## config.mk

```make
export PLATFORM = sky130hd
export DESIGN_NAME = data_ram_bridge
export DESIGN_NICKNAME = d
export VERILOG_FILES = /design/src/rtl/data_ram_bridge_pkg.sv /design/src/rtl/data_ram_bridge.sv
export SDC_FILE = /design/constraint.sdc
export NUM_CORES = 1
export LEC_CHECK = 0
export BUFFER_PORTS_ARGS = -buffer_cell sky130_fd_sc_hd__buf_2
export CORE_MARGIN = 10
export CORE_UTILIZATION = 49
export DETAILED_ROUTE_END_ITERATION = 7
export PLACE_DENSITY = 0.87
export SLEW_MARGIN = 20
export SYNTH_ARGS = -nofsm -noshare
export SYNTH_HDL_FRONTEND = slang
export SYNTH_SLANG_ARGS = --single-unit
```

## constraint.sdc

```tcl
create_clock -name clk -period 3.3 [get_ports clk]
set_input_delay 0.66 -clock clk [delete_from_list [all_inputs] [get_ports clk]]
set_output_delay 0.66 -clock clk [all_outputs]
set_load 0.03 [all_outputs]
```

## src/rtl/data_ram_bridge_pkg.sv

```systemverilog
// Shared definitions for the CPU data-port to external-memory bridge:
// bus widths, FSM encoding, timeout default and request layout.
package data_ram_bridge_pkg;

  localparam int unsigned RegWidth       = 32;
  localparam int unsigned StrbWidth      = RegWidth / 8;
  localparam int unsigned CntWidth       = 8;
  localparam int unsigned DefaultTimeout = 255;

  typedef enum logic [1:0] {
    IDLE = 2'd0,
    REQ  = 2'd1,
    DONE = 2'd2
  } state_e;

  typedef struct packed {
    logic                 we;
    logic [RegWidth-1:0]  addr;
    logic [RegWidth-1:0]  wdata;
    logic [StrbWidth-1:0] sel;
  } req_t;

  function automatic logic [RegWidth-1:0] word_align(input logic [RegWidth-1:0] a);
    return {a[RegWidth-1:2], 2'b00};
  endfunction

endpackage

```

## src/rtl/data_ram_bridge.sv

```systemverilog
// Stalls the CPU data port while one load/store is forwarded to external
// memory; completes on ext_ack or aborts with a sticky bus_err on timeout.
module data_ram_bridge
  import data_ram_bridge_pkg::*;
#(
  parameter int unsigned TIMEOUT = DefaultTimeout
) (
  input  logic        clk,
  input  logic        rst,
  input  logic        cpu_en,
  input  logic        cpu_we,
  input  logic [31:0] cpu_addr,
  input  logic [31:0] cpu_wdata,
  input  logic [3:0]  cpu_sel,
  output logic [31:0] cpu_rdata,
  output logic        cpu_stall,
  output logic        ext_req,
  output logic        ext_we,
  output logic [31:0] ext_addr,
  output logic [31:0] ext_wdata,
  output logic [3:0]  ext_wstrb,
  input  logic        ext_ack,
  input  logic [31:0] ext_rdata,
  output logic        bus_err
);

  state_e              state_q, state_d;
  req_t                req_q, req_d;
  logic [CntWidth-1:0] cnt_q, cnt_d;
  logic [RegWidth-1:0] rdata_q, rdata_d;
  logic                err_q, err_d;
  logic                timeout_s;

  assign timeout_s = (cnt_q == CntWidth'(TIMEOUT - 1));

  // Next state and datapath updates for the IDLE -> REQ -> DONE handshake.
  always_comb begin
    state_d = state_q;
    req_d   = req_q;
    cnt_d   = cnt_q;
    rdata_d = rdata_q;
    err_d   = err_q;
    case (state_q)
      IDLE: begin
        if (cpu_en) begin
          req_d   = '{we: cpu_we, addr: word_align(cpu_addr), wdata: cpu_wdata, sel: cpu_sel};
          cnt_d   = {CntWidth{1'b0}};
          state_d = REQ;
        end else begin
          state_d = IDLE;
        end
      end
      REQ: begin
        // An ack in the final wait cycle still completes normally.
        if (ext_ack) begin
          if (!req_q.we) begin
            rdata_d = ext_rdata;
          end else begin
            rdata_d = rdata_q;
          end
          state_d = DONE;
        end else if (timeout_s) begin
          err_d   = 1'b1;
          rdata_d = {RegWidth{1'b0}};
          state_d = DONE;
        end else begin
          cnt_d   = cnt_q + CntWidth'(1);
        end
      end
      DONE: begin
        state_d = IDLE;
      end
      default: begin
        state_d = IDLE;
      end
    endcase
  end

  // State, request, counter and result registers.
  always_ff @(posedge clk or negedge rst) begin
    if (!rst) begin
      state_q <= IDLE;
      req_q   <= '{we: 1'b0, addr: 32'h0000_0000, wdata: 32'h0000_0000, sel: 4'b0000};
      cnt_q   <= {CntWidth{1'b0}};
      rdata_q <= {RegWidth{1'b0}};
      err_q   <= 1'b0;
    end else begin
      state_q <= state_d;
      req_q   <= req_d;
      cnt_q   <= cnt_d;
      rdata_q <= rdata_d;
      err_q   <= err_d;
    end
  end

  // Gated by rst so a held cpu_en cannot stall the CPU during reset.
  assign cpu_stall = rst & (((state_q == IDLE) & cpu_en) | (state_q == REQ));
  assign ext_req   = (state_q == REQ);
  assign ext_we    = req_q.we;
  assign ext_addr  = req_q.addr;
  assign ext_wdata = req_q.wdata;
  assign ext_wstrb = req_q.sel;
  assign cpu_rdata = rdata_q;
  assign bus_err   = err_q;

endmodule

```

==> metrics.yaml <==
status:
  status: "finished clean"
synthesis:
  synth_area_leaders: "dfrtp_1 (65%), nand2_1 (18%), a22o_1 (6.6%)"
  yosys.area.top_type: "dfrtp_1"
  synthDominantCellAreaShare_pct: 64.6
  synth-async-reset-ratio_pct: 100
  synthDistinctLibCells: 32
  yosysMostFrequentCell: "nand2_1"
  synth_edf_count: 0
  avgSynthCellArea_um2: 10.1
  yosysSeqAreaShare_pct: 64.6
  syn-instance-count: 420
  synth-warning-count: 0
  netlist_area_um2: 4260
  ys_ff_latch: 110
  ys.flop_type: "dfrtp_1"
  synth_commonest_cells: "nand2_1 (207), dfrtp_1 (110), a22o_1 (32)"
placement:
  port_buffers: 204
  place.gp.congestion: 0.780
  dp_hpwl_mm: 9.06
setup_path:
  arrival_ns: 1.35
  critPathLaunchType: "primary input"
  cp.required_ns: 2.64
  critPathSlowestCell: "nor3b_1"
  crit_chain: "buf_2, nor2_1, nor3b_1, buf_2"
  end_kind: "primary output"
  worstRegToRegCells: 5
  critPathMostFrequentCell: "buf_2"
  crit_type: "in2out"
  cpPeakStageDelay_ns: 0.26
  critPathLaunch: "cpu_en"
  r2r_start: "state_q[1]$_DFFE_PN0P_"
  worst-path-max-fanout: 3
worst_hold_path:
  hold_class: "in2async"
die:
  core_area_um2: 8340
  num_rows: 33
  die_area_um2: 12800
  die_w_um: 113
  die_y_um: 113
  num_io_pins: 209
  floorplan.initialDensity_pct: 51.1
power_and_ir_drop:
  p_clk_share_pct: 13.7
  switching_share_pct: 46.9
  peakVddDrop_mv: 0.471
  total_power_uw: 5440
  p_leak_uw: 0.00324
  power.internal_uw: 2880
  p_sw_uw: 2550
  p_seq_share_pct: 39.9
  power.density_nw_per_um2: 986
  power_frac_comb_pct: 46.4
finish:
  finalNetCount: 723
  nFillCells: 690
  final_util_pct: 66.1
  area.growth.synth_to_final_pct: 29.3
  multi_input_area_um2: 1390
  seqCellArea_um2: 2750
  drive_gt1_share_pct: 37.5
  diodes: 0
clock_network:
  cts_sinks: 110
  numCtsBuffers: 9
  path_clk_slew_ns: 0.10
  ctsHoldBuffers: 0
  cts-root-buf: "clkbuf_8"
  clk_latency_ns: 0.36
  clockBufferDepth: 2
  ctsResizeCount: 0
  cts_tree: "built"
  postCtsSetupBuffers: 0
  h-tree-depth: 3
detailed_routing:
  drc: 0
  first_pass_iters: 4
  wl_per_cell_um: 16.3
  vias_per_cell: 4.92
  drtAntennaViolNets: 0
  wirelength_mm: 11.9
  first_iter_violations: 237
  dr_total_vias: 3571
grt:
  grt_pass1_vias: 3775
  track_usage_pct: 18.4
  grt_pass1_wl_mm: 19.3
  grt_max_degree: 61
  grt_overflow: 0
  antenna_found_initial: 0
job:
  maxCapViolCount: 0
sta:
  setup_viol: 0
  rsz0062_at_grt: "no"
  period_minus_slack_ns: 2.01
  timing.final.crit_share_pct: 61.0
  tightest_slew_ns: 0.939
  relSlewSlack_pct: 37.2
  setup_tns_ns: 0
  fmax_mhz: 497
  hold_viol: 0
  final_max_slew_viol_count: 0
  skew_ns: 0.0124
critical path, delay by kind of cell:
family	cells	cell delay, ns
and+or+nand+nor	2	0.31
buffers and inverters	2	0.38
registers in the layout, indices dropped and copies added, names as in the netlist:
register	flops
cpu_rdata	32
ext_we	1
cnt_q	8
state_q	2
ext_addr	30
ext_wstrb	4
bus_err	1
ext_wdata	32
metrics by stage:
stage	area [um^2]	setup slack (ns)	cells	hold slack, ns
final	5510	1.29	726	0.430
after global routing	5510	1.22	726	0.459
after CTS	5500	1.12	726	0.437
after detailed placement	5320	1.08	710	0.457
after global placement	5320	1.16	710	0.449
after floorplan	4270	1.22	421	0.364
final timing paths:
kind / to / slack (ns)
setup / recovery: cpu_stall / 1.29
hold / removal: ext_wdata[8]$_DFFE_PN0P_ / 0.43
setup reg to reg: ext_addr[25]$_DFFE_PN0P_ / 1.43
hold reg to reg: ext_wdata[6]$_DFFE_PN0P_ / 0.48
max in group asynchronous: ext_wdata[21]$_DFFE_PN0P_ / 1.72
min in group clk: ext_wdata[6]$_DFFE_PN0P_ / 0.48
kinds of logic after synthesis:
family,count (synthesis),synth area share [%]
xor gates and xnor gates,1,0.206
DFF,110,64.6
and+or+nand+nor,231,21.9
adders and majority gates,2,0.587
buffers and inverters,26,3.23
other,1,0.0880
AOI/OAI and AO/OA,47,8.90
muxes,2,0.470
power by group through the flow:
stage	Combinational [uW]	Clock (uW)	Sequential, uW
after detailed placement	2550	0	2190
final	2520	745	2170
after global routing	2730	842	2240
after global placement	2510	0	2160
after floorplan	648	0	3240
after CTS	2560	781	2170
layer usage:
metal | vias up | global-route usage [%] | share of wire (%)
met5 | - | 0 | 0
met2 | 159 | 29.6 | 48
met4 | 0 | 4.91 | 1.1
met3 | 10 | 8.40 | 11
li1 | 1741 | - | -
met1 | 1661 | 21.9 | 40
cell type report:
class	instances	area share, %
inverter	2	0.136
timing repair buffer	208	19.1
multi-input combinational	285	25.2
clock buffer	9	2.25
sequential	110	49.9
tap	105	2.38
clock inverter	7	0.999
cell usage in the layout, fill, tap and decap left out, types with 2 or more instances in the layout:
cell	instances
o21ai_1	2
ha_1	2
or3_1	2
a21o_1	3
conb_1	2
o21ai_0	3
clkbuf_8	9
dfrtp_1	110
and2_2	2
inv_6	3
clkinv_2	2
a21oi_1	2
buf_2	203
nor2_1	5
a22o_1	32
mux2i_1	2
o21a_1	2
buf_4	5
inv_1	2
nand3_1	6
nand2_1	206
Power figures use the tool's default switching activity.
